--- src/rtl/wishbone_slave_mem_if.sv ---
`default_nettype none
// +----------------------------------------------------------------------------+
// | Module   : wishbone_slave_mem_if                                           |
// | Purpose  : Wishbone classic bus bundle between one master and the          |
// |            wishbone_slave_mem register file. Directions are named from     |
// |            the slave's point of view: din is the master's write data,      |
// |            dout is the slave's read data.                                  |
// | Signals  : adr[31:0]  byte address            (master -> slave)            |
// |            din[31:0]  write data              (master -> slave)            |
// |            dout[31:0] read data               (slave  -> master)           |
// |            cyc, stb   cycle / strobe          (master -> slave)            |
// |            sel[3:0]   byte-lane selects       (master -> slave)            |
// |            we         1 = write, 0 = read     (master -> slave)            |
// |            ack/err/rty termination            (slave  -> master)           |
// | Revision : 1.0 - initial release                                           |
// +----------------------------------------------------------------------------+
interface wishbone_slave_mem_if;
  logic [31:0] adr;
  logic [31:0] din;
  logic [31:0] dout;
  logic        cyc;
  logic        stb;
  logic [3:0]  sel;
  logic        we;
  logic        ack;
  logic        err;
  logic        rty;

  modport master (
    output adr, din, cyc, stb, sel, we,
    input  dout, ack, err, rty
  );

  modport slave (
    input  adr, din, cyc, stb, sel, we,
    output dout, ack, err, rty
  );
endinterface
`default_nettype wire

--- src/rtl/wishbone_slave_mem.sv ---
`default_nettype none
// +----------------------------------------------------------------------------+
// | Module   : wishbone_slave_mem                                              |
// | Purpose  : Wishbone classic slave holding 16 x 32-bit registers decoded    |
// |            from adr[5:2] inside a 64-byte window at BASE. Each accepted    |
// |            strobe walks IDLE -> WAIT (WAIT_CYCLES cycles) -> RESP -> IDLE. |
// |            Register 15 bit 0 is LOCK: while set, writes to registers 0-14  |
// |            are answered with rty and leave memory untouched.               |
// | Ports    : clk  - clock, all state on rising edge                          |
// |            rst  - synchronous active-high reset                            |
// |            bus  - wishbone_slave_mem_if.slave (adr, din, dout, cyc, stb,   |
// |                   sel, we, ack, err, rty)                                  |
// | Params   : BASE        - window base, only bits [31:6] are compared        |
// |            WAIT_CYCLES - wait cycles before each response, 0..15           |
// | Revision : 1.0 - initial release                                           |
// +----------------------------------------------------------------------------+
module wishbone_slave_mem #(
  parameter logic [31:0] BASE        = 32'h0000_0000,
  parameter int unsigned WAIT_CYCLES = 1
) (
  input wire                  clk,
  input wire                  rst,
  wishbone_slave_mem_if.slave bus
);

  // Wait-state reload value; the counter is 4 bits wide so 15 is the ceiling.
  localparam logic [3:0] C_WAIT_LOAD = 4'(WAIT_CYCLES);

  typedef enum logic [1:0] {
    ST_IDLE = 2'd0,
    ST_WAIT = 2'd1,
    ST_RESP = 2'd2
  } state_t;

  // ---------------------------------------------------------------------------
  // State
  // ---------------------------------------------------------------------------
  state_t       state_q, state_d;
  logic [3:0]   cnt_q,   cnt_d;
  logic [31:2]  adr_q,   adr_d;
  logic [31:0]  din_q,   din_d;
  logic [3:0]   sel_q,   sel_d;
  logic         we_q,    we_d;
  logic         ack_q,   ack_d;
  logic         err_q,   err_d;
  logic         rty_q,   rty_d;
  logic [31:0]  dout_q,  dout_d;
  logic [31:0]  mem_q [16];
  logic [31:0]  mem_d [16];

  // Byte offset within a word carries no meaning for this slave.
  logic [1:0]   adr_lsb_unused;
  assign adr_lsb_unused = bus.adr[1:0];

  // ---------------------------------------------------------------------------
  // Request view used to classify the response.
  // With zero wait states the response is decided in the same cycle the
  // strobe is accepted, so the classifier looks straight at the bus while in
  // IDLE and at the latched copy otherwise. Memory cannot change between the
  // accept and the response because only one transaction is ever in flight.
  // ---------------------------------------------------------------------------
  logic [31:2]  req_adr;
  logic [3:0]   req_sel;
  logic         req_we;
  logic [3:0]   req_idx;
  logic         lock;
  logic         req_err;
  logic         req_rty;
  logic         req_ack;

  always_comb begin
    if (state_q == ST_IDLE) begin
      req_adr = bus.adr[31:2];
      req_sel = bus.sel;
      req_we  = bus.we;
    end else begin
      req_adr = adr_q;
      req_sel = sel_q;
      req_we  = we_q;
    end
    req_idx = req_adr[5:2];
    lock    = mem_q[15][0];
    // Decode errors take priority; register 15 is exempt from the lock so
    // software can always release it.
    req_err = (req_adr[31:6] != BASE[31:6]) || (req_sel == 4'b0000);
    req_rty = !req_err && req_we && (req_idx != 4'd15) && lock;
    req_ack = !req_err && !req_rty;
  end

  // ---------------------------------------------------------------------------
  // Byte-lane write mask for the committed write.
  // ---------------------------------------------------------------------------
  logic [31:0]  wmask;

  for (genvar i = 0; i < 4; i++) begin : g_lane
    assign wmask[8*i +: 8] = {8{sel_q[i]}};
  end

  // ---------------------------------------------------------------------------
  // Next-state logic
  // ---------------------------------------------------------------------------
  logic        load_resp;
  logic [3:0]  commit_idx;

  always_comb begin
    state_d    = state_q;
    cnt_d      = cnt_q;
    adr_d      = adr_q;
    din_d      = din_q;
    sel_d      = sel_q;
    we_d       = we_q;
    ack_d      = 1'b0;
    err_d      = 1'b0;
    rty_d      = 1'b0;
    dout_d     = 32'h0000_0000;
    mem_d      = mem_q;
    load_resp  = 1'b0;
    commit_idx = adr_q[5:2];

    unique case (state_q)
      ST_IDLE: begin
        if (bus.cyc && bus.stb) begin
          adr_d = bus.adr[31:2];
          din_d = bus.din;
          sel_d = bus.sel;
          we_d  = bus.we;
          if (C_WAIT_LOAD != 4'd0) begin
            state_d = ST_WAIT;
            cnt_d   = C_WAIT_LOAD;
          end else begin
            state_d   = ST_RESP;
            load_resp = 1'b1;
          end
        end
      end

      ST_WAIT: begin
        // Only cyc is observed here; a master dropping it abandons the access.
        if (!bus.cyc) begin
          state_d = ST_IDLE;
          cnt_d   = 4'd0;
        end else if (cnt_q <= 4'd1) begin
          state_d   = ST_RESP;
          cnt_d     = 4'd0;
          load_resp = 1'b1;
        end else begin
          cnt_d = cnt_q - 4'd1;
        end
      end

      ST_RESP: begin
        // The write lands on the edge that closes RESP, so a reset asserted
        // during RESP still discards it.
        state_d = ST_IDLE;
        if (ack_q && we_q) begin
          mem_d[commit_idx] = (mem_q[commit_idx] & ~wmask) | (din_q & wmask);
        end
      end

      default: begin
        state_d = ST_IDLE;
        cnt_d   = 4'd0;
      end
    endcase

    // Termination flags and read data are registered on entry to RESP so they
    // are clean for exactly that one cycle.
    if (load_resp) begin
      ack_d  = req_ack;
      err_d  = req_err;
      rty_d  = req_rty;
      dout_d = (req_ack && !req_we) ? mem_q[req_idx] : 32'h0000_0000;
    end
  end

  // ---------------------------------------------------------------------------
  // Registers
  // ---------------------------------------------------------------------------
  always_ff @(posedge clk) begin
    if (rst) begin
      state_q <= ST_IDLE;
      cnt_q   <= 4'd0;
      adr_q   <= '0;
      din_q   <= 32'h0000_0000;
      sel_q   <= 4'b0000;
      we_q    <= 1'b0;
      ack_q   <= 1'b0;
      err_q   <= 1'b0;
      rty_q   <= 1'b0;
      dout_q  <= 32'h0000_0000;
      for (int i = 0; i < 16; i++) begin
        mem_q[i] <= 32'h0000_0000;
      end
    end else begin
      state_q <= state_d;
      cnt_q   <= cnt_d;
      adr_q   <= adr_d;
      din_q   <= din_d;
      sel_q   <= sel_d;
      we_q    <= we_d;
      ack_q   <= ack_d;
      err_q   <= err_d;
      rty_q   <= rty_d;
      dout_q  <= dout_d;
      mem_q   <= mem_d;
    end
  end

  assign bus.ack  = ack_q;
  assign bus.err  = err_q;
  assign bus.rty  = rty_q;
  assign bus.dout = dout_q;

endmodule
`default_nettype wire

--- src/flat_wrapper.sv ---
// flat-port wrapper written by rule: the top's interface ports become plain ports
module wishbone_slave_mem_flat 
#(
  parameter logic [31:0] BASE        = 32'h0000_0000,
  parameter int unsigned WAIT_CYCLES = 1
)
  (clk, rst, bus_adr, bus_din, bus_cyc, bus_stb, bus_sel, bus_we, bus_dout, bus_ack, bus_err, bus_rty);
  wishbone_slave_mem_if bus_i ();
  input wire clk;
  input wire rst;
  input wire logic [$bits(bus_i.adr)-1:0] bus_adr;
  input wire logic [$bits(bus_i.din)-1:0] bus_din;
  input wire logic [$bits(bus_i.cyc)-1:0] bus_cyc;
  input wire logic [$bits(bus_i.stb)-1:0] bus_stb;
  input wire logic [$bits(bus_i.sel)-1:0] bus_sel;
  input wire logic [$bits(bus_i.we)-1:0] bus_we;
  output wire logic [$bits(bus_i.dout)-1:0] bus_dout;
  output wire logic [$bits(bus_i.ack)-1:0] bus_ack;
  output wire logic [$bits(bus_i.err)-1:0] bus_err;
  output wire logic [$bits(bus_i.rty)-1:0] bus_rty;
  assign bus_i.adr = bus_adr;
  assign bus_i.din = bus_din;
  assign bus_i.cyc = bus_cyc;
  assign bus_i.stb = bus_stb;
  assign bus_i.sel = bus_sel;
  assign bus_i.we = bus_we;
  assign bus_dout = bus_i.dout;
  assign bus_ack = bus_i.ack;
  assign bus_err = bus_i.err;
  assign bus_rty = bus_i.rty;
  wishbone_slave_mem #(.BASE(BASE), .WAIT_CYCLES(WAIT_CYCLES)) u_core (.clk(clk), .rst(rst), .bus(bus_i));
endmodule
--- config.mk ---
export PLATFORM = sky130hd
export DESIGN_NAME = wishbone_slave_mem_flat
export DESIGN_NICKNAME = d
export VERILOG_FILES = /design/src/rtl/wishbone_slave_mem_if.sv /design/src/rtl/wishbone_slave_mem.sv /design/src/flat_wrapper.sv
export SDC_FILE = /design/constraint.sdc
export NUM_CORES = 2
export LEC_CHECK = 0
export ABC_CLOCK_PERIOD_IN_PS = 2890
export BUFFER_PORTS_ARGS = -buffer_cell sky130_fd_sc_hd__buf_2
export CAP_MARGIN = 10
export CORE_ASPECT_RATIO = 0.75
export CORE_MARGIN = 5
export CORE_UTILIZATION = 45
export CTS_BUF_LIST = sky130_fd_sc_hd__clkbuf_4
export CTS_CLUSTER_SIZE = 25
export DETAILED_ROUTE_END_ITERATION = 7
export HOLD_SLACK_MARGIN = 0.05
export PLACE_DENSITY = 0.71
export SLEW_MARGIN = 20
export SYNTH_ARGS = -nofsm -noshare
export SYNTH_HDL_FRONTEND = slang
export SYNTH_SLANG_ARGS = --single-unit
--- constraint.sdc ---
create_clock -name clk -period 2.89 [get_ports clk]
set_clock_uncertainty 0.2 [all_clocks]
set_input_delay 0.289 -clock clk [delete_from_list [all_inputs] [get_ports clk]]
set_output_delay 0.289 -clock clk [all_outputs]
set_load 0.01 [all_outputs]
# Yosys cells after proc, flatten, opt, wreduce, memory -nomap -nowiden

Index checks and enable logic that the tools add are counted.

Add/subtract/negate cells: 1
$lt $le $gt $ge: 4
Eq/ne operators: 5
Multiplexer cells: 23
Bitwise gates (word level): 9
Reduce and logical (&&, ||, !) cells: 21

Operators by type and width:

| cell                                                            | number |
|---|---|
| bitwise mux 512 bit                                             | 1 |
| binary-select mux 32 bit (select 4 bit)                         | 2 |
| two-way mux 32 bit                                              | 5 |
| demux 32 bit (select 4 bit)                                     | 1 |
| bitwise AND 32 bit                                              | 2 |
| inverter 32 bit                                                 | 1 |
| OR 32 bit                                                       | 1 |
| two-way mux 30 bit                                              | 1 |
| nonzero test 26 bit                                             | 1 |
| two-way mux 4 bit                                               | 4 |
| case mux 4 bit (3 select lines)                                 | 1 |
| >= comparator 5 bit (second input constant)                     | 2 |
| inverter 4 -> 5 bit                                             | 2 |
| logical AND 1 bit                                               | 8 |
| AND reduction 2 bit                                             | 4 |
| two-way mux 2 bit                                               | 3 |
| < comparator 5 x 1 -> 1 bit (second input constant)             | 1 |
| less-or-equal comparator 4 x 1 -> 1 bit (second input constant) | 1 |
| zero test 4 bit                                                 | 1 |
| two-way mux 1 bit                                               | 4 |
| != test 4 bit (second input constant)                           | 1 |
| case mux 2 bit (2 select lines)                                 | 1 |
| subtractor 4 x 1 -> 4 bit (second input constant)               | 1 |
| zero test 1 bit                                                 | 3 |
| 9 further kinds                                                 | 11 |

Bits in registers: 620
Output and inout bits: 35
Logic and storage cells: 89

# Depth between registers and ports, before layout

Depth after elaboration: 13
Gate-level depth with buffers: 10
Gate-level depth less buffers: 7

# Least setup slack after synthesis

OpenSTA, ideal clock, no wires.

Path kind: register -> register
Start: register u_core.adr_q[3] (netlist bit)
End: register u_core.mem_q[111] (netlist bit)
Library setup time: 0.134 ns
Arrival: 2.248 ns
Required time: 2.556 ns
Setup slack: 0.308 ns
Cell stages (with the launch flop): 9
Buffers on the path: 4
Clock period less this slack: 2.582 ns
Cells stage by stage: dfxtp_1 > buf_2 > buf_2 > clkbuf_1 > mux4_2 > mux4_2 > mux2i_4 > buf_6 > a211oi_1

Longest elaborated chain between the ends: 7
Elaborated cells between the ends (all ways): 12
Those cells by class: order compare (2); mux (6); bitwise (3); reduce/logical (1)

RTL lines:

| item                                                   | RTL line                  | source |
|---|---|---|
| from (decl)                                            | wishbone_slave_mem.sv:40  | `logic [31:2] adr_q, adr_d;` |
| from (signal assigned)                                 | wishbone_slave_mem.sv:197 | `adr_q <= adr_d;` |
| inverter 4 -> 5 bit (*)                                | wishbone_slave_mem.sv:156 | `mem_d[commit_idx] = (mem_q[commit_idx] & ~wmask) \| (din_q & wmask);` |
| binary-select mux 32 bit (select 4 bit)                | wishbone_slave_mem.sv:156 |  |
| two-way mux 32 bit (not written as such) (2 in series) | wishbone_slave_mem.sv:156 |  |
| bitwise AND 32 bit                                     | wishbone_slave_mem.sv:156 |  |
| OR 32 bit                                              | wishbone_slave_mem.sv:156 |  |
| bitwise mux 512 bit (*)                                | wishbone_slave_mem.sv:156 |  |
| to (signal assigned)                                   | wishbone_slave_mem.sv:205 | `mem_q <= mem_d;` |
| to (decl)                                              | wishbone_slave_mem.sv:48  | `logic [31:0] mem_q [16];` |

Mark *: on every way between the ends. The rest lies on a longest branch, timed or not. The select of a mux whose other input is x is not followed.
A chain may end at the register's enable or synchronous reset.

# Worst setup path in the final report

Start: register u_core.adr_q[3] (netlist bit)
End: register u_core.mem_q[193] (netlist bit)

The elaborated chain is that of the path after synthesis.

==> impl_metrics.yaml <==
yosys:
  synth_seq_cells: 620
  synth_top_area_cell: "dfxtp_1"
  synth_seq_area_share: 0.405
  syn_inst: 3297
  synth.area.top_cells: "dfxtp_1, a211oi_1, mux4_2, nor2_1, clkbuf_1"
  async_reset_ff_frac: 0
  synth-edff-count: 0
  postSynthNetCount: 3372
  netlist.area_leader.share: 0.405
  synth_cell_type_count: 54
  syn_area_per_cell_um2: 9.30
  yosysWarnings: 0
  syn_area_um2: 30700
  synth-main-ff-cell: "dfxtp_1"
detailed_routing:
  drc_errors: 0
  drt_wl_total_um: 103000
  initialDrtViolationCount: 3778
  wl_per_cell_um: 22.8
  first_pass_iters: 6
  num_vias: 28200
  final_antenna_net_count: 0
  via_per_inst: 6.27
sta:
  fin_crit_ns: 2.76
  slew_viol_final: 0
  setup_viol: 0
  finalHoldViolations: 0
  slew_headroom: 0.307
  clock.fmax_mhz: 362
  holdWs_ns: 0.233
  worstMarginPinSlew_ns: 1.04
  fin_setup_tns_ns: 0
  grt_setup_unrepaired: "no"
  fin_crit_sh: 0.955
clock_network:
  clock_latency_ns: 1.01
  cts_max_path_buffers: 3
  cts_tree: "yes"
  cts_root_buf: "clkbuf_4"
  cts_max_level: 4
  cts_sinks: 620
  clk_pin_slew_ns: 0.07
  numCtsBuffers: 153
layout:
  syn2layout_area_growth_pct: 19.2
  multi_input_area_um2: 16800
  n_fill_cell: 5919
  fin_nets: 3584
  layout-drive-gt1-share: 0.219
  seq_area_um2: 12400
grt:
  grt_max_degree: 210
  track_usage: 0.270
  antenna_found_initial: 3
  grt_pass1_wl_um: 159000
  grt-ovfl-total: 0
  first_global_vias: 26700
pwr:
  p_clk_frac: 0.421
  ir_worst_vdd_mv: 0.331
  total_power_uw: 17800
  p_switching_uw: 4760
  p_leak_uw: 0.0113
  combPwrFrac: 0.093
  pwr-share-seq: 0.486
  p_sw_frac: 0.267
  power_density_nw_per_um2: 487
  intPower_uw: 13000
hold_path:
  min_path_type: "in -> reg"
  hold_path.startpoint: "bus_stb"
die:
  initial_core_util: 0.456
  io_pins: 108
  dieArea_um2: 73500
  core_um2: 67200
  rows: 82
  die_w_um: 311
  die_height_um: 236
worst_setup_path:
  path_max_fanout: 25
  critPathLaunchType: "flip-flop"
  cp.required_ns: 3.46
  crit_type: "reg -> reg"
  timing.rr.start: "u_core.adr_q[3]$_SDFFE_PP0P_"
  worstPathArrival_ns: 3.33
  startpoint: "u_core.adr_q[3]$_SDFFE_PP0P_"
  crit_path_end_kind: "flip-flop"
status:
  status: "finished clean"
place:
  dp_hpwl_um: 58500
  place_congestion: 0.840
  port_buffers: 105
run:
  drv_cap: 0
## cell families after synthesis
| family | after synthesis | share of synthesized area |
|---|---|---|
| adder cells (fa/ha/maj) | 2 | 0.000816 |
| AO/OA/AOI/OAI | 959 | 0.222 |
| flip-flops | 620 | 0.405 |
| AND/OR/NAND/NOR | 1082 | 0.151 |
| multiplexers | 261 | 0.165 |
| buffers and inverters | 373 | 0.0570 |
## state kept, by name, summed over array words and instances (netlist names)
name	cells
u_core.adr_q	30
u_core.bus.ack	1
u_core.bus.dout	32
u_core.bus.err	1
u_core.bus.rty	1
u_core.cnt_q	4
u_core.din_q	32
u_core.lock	1
u_core.mem_q	511
u_core.sel_q	4
u_core.state_q	2
u_core.we_q	1
## worst max-delay path, cell delays in order (launching register included)
cell	delay (ns)
dfxtp_4	0.69
buf_4	0.36
mux4_2	0.35
mux4_2	0.51
mux2i_4	0.19
buf_12	0.17
a211oi_1	0.09
## layout by cell type, fill, tap and decap left out, types with 99 or more instances in the layout
master and count:
clkbuf_4 219, o21ai_0 99, dfxtp_1 616, a21oi_1 104, buf_2 104, nor2_1 552, dlygate4sd3_1 139, nand3_1 161
buf_4 105, mux4_2 160, a211oi_1 512, nand2_1 235
## cell usage after synthesis, types with 12 or more instances
cell      instances
o221ai_1         31
nand3_1         162
clkbuf_1        267
buf_2            53
nor2_1          564
buf_6            36
a21o_1           34
mux2i_4          32
a211oi_1        512
buf_1            12
nand2b_1         36
o211ai_1         67
a21oi_1         104
nand4_1          36
a41oi_1          31
nand2_1         237
o32a_1           31
mux4_2          160
mux2i_1          35
a31oi_1          34
mux2_2           34
o21ai_0          99
dfxtp_1         620
## power groups by stage
stage | Sequential [uW] | Clock, uW | Combinational [uW]
5_1_grt | 8650 | 8120 | 1730
4_1_cts | 8660 | 7640 | 1580
2_1_floorplan | 8810 | 0 | 876
3_3_place_gp | 8850 | 0 | 1420
3_5_place_dp | 8850 | 0 | 1430
6_report | 8650 | 7500 | 1660
## per-layer routing
layer  routed length, um  vias to the layer above  global-route usage
li1                    -                    12900                   -
met1               44100                    13500               0.379
met2               44200                     1626               0.392
met3               11300                      266              0.0814
met4                3180                        2               0.103
met5                  19                        -                   0
## path summary, 6_finish.rpt
kind | slack (ns) | cells past startpoint | end
worst min register to register | 0.26 | 2 | u_core.adr_q[25]$_SDFFE_PP0P_
worst min-delay path | 0.23 | 5 | u_core.cnt_q[2]$_SDFFE_PP0P_
worst max register to register | 0.13 | 6 | u_core.mem_q[193]$_SDFFE_PP0P_
worst max-delay path | 0.13 | 6 | u_core.mem_q[193]$_SDFFE_PP0P_
## area by class of cell
type,count,area share
repair buffers,428,0.117
well taps,882,0.0302
inverters,2,0.000205
diodes,5,0.000342
clock inverters,46,0.00787
flip-flops and latches,620,0.340
clock buffers,219,0.0450
multi-input cells,2304,0.459
## what timing repair did
action	in CTS	in global routing
endpoints found under the setup margin	0	279
buffers inserted	0	6
resized for setup	0	1
hold endpoints to repair	607	0
hold buffers	140	0
## stage by stage
step           std cells   util  instance area, um^2  setup WS, ns
6_report            4506  0.544                36500         0.130
5_1_grt             4504  0.544                36500        0.0331
4_1_cts             4495  0.543                36500        0.0367
3_5_place_dp        4090  0.493                33100        0.0415
3_3_place_gp        4090  0.493                33100        0.0651
2_1_floorplan       3297      -                30700         0.308
Power figures use the tool's default switching activity.
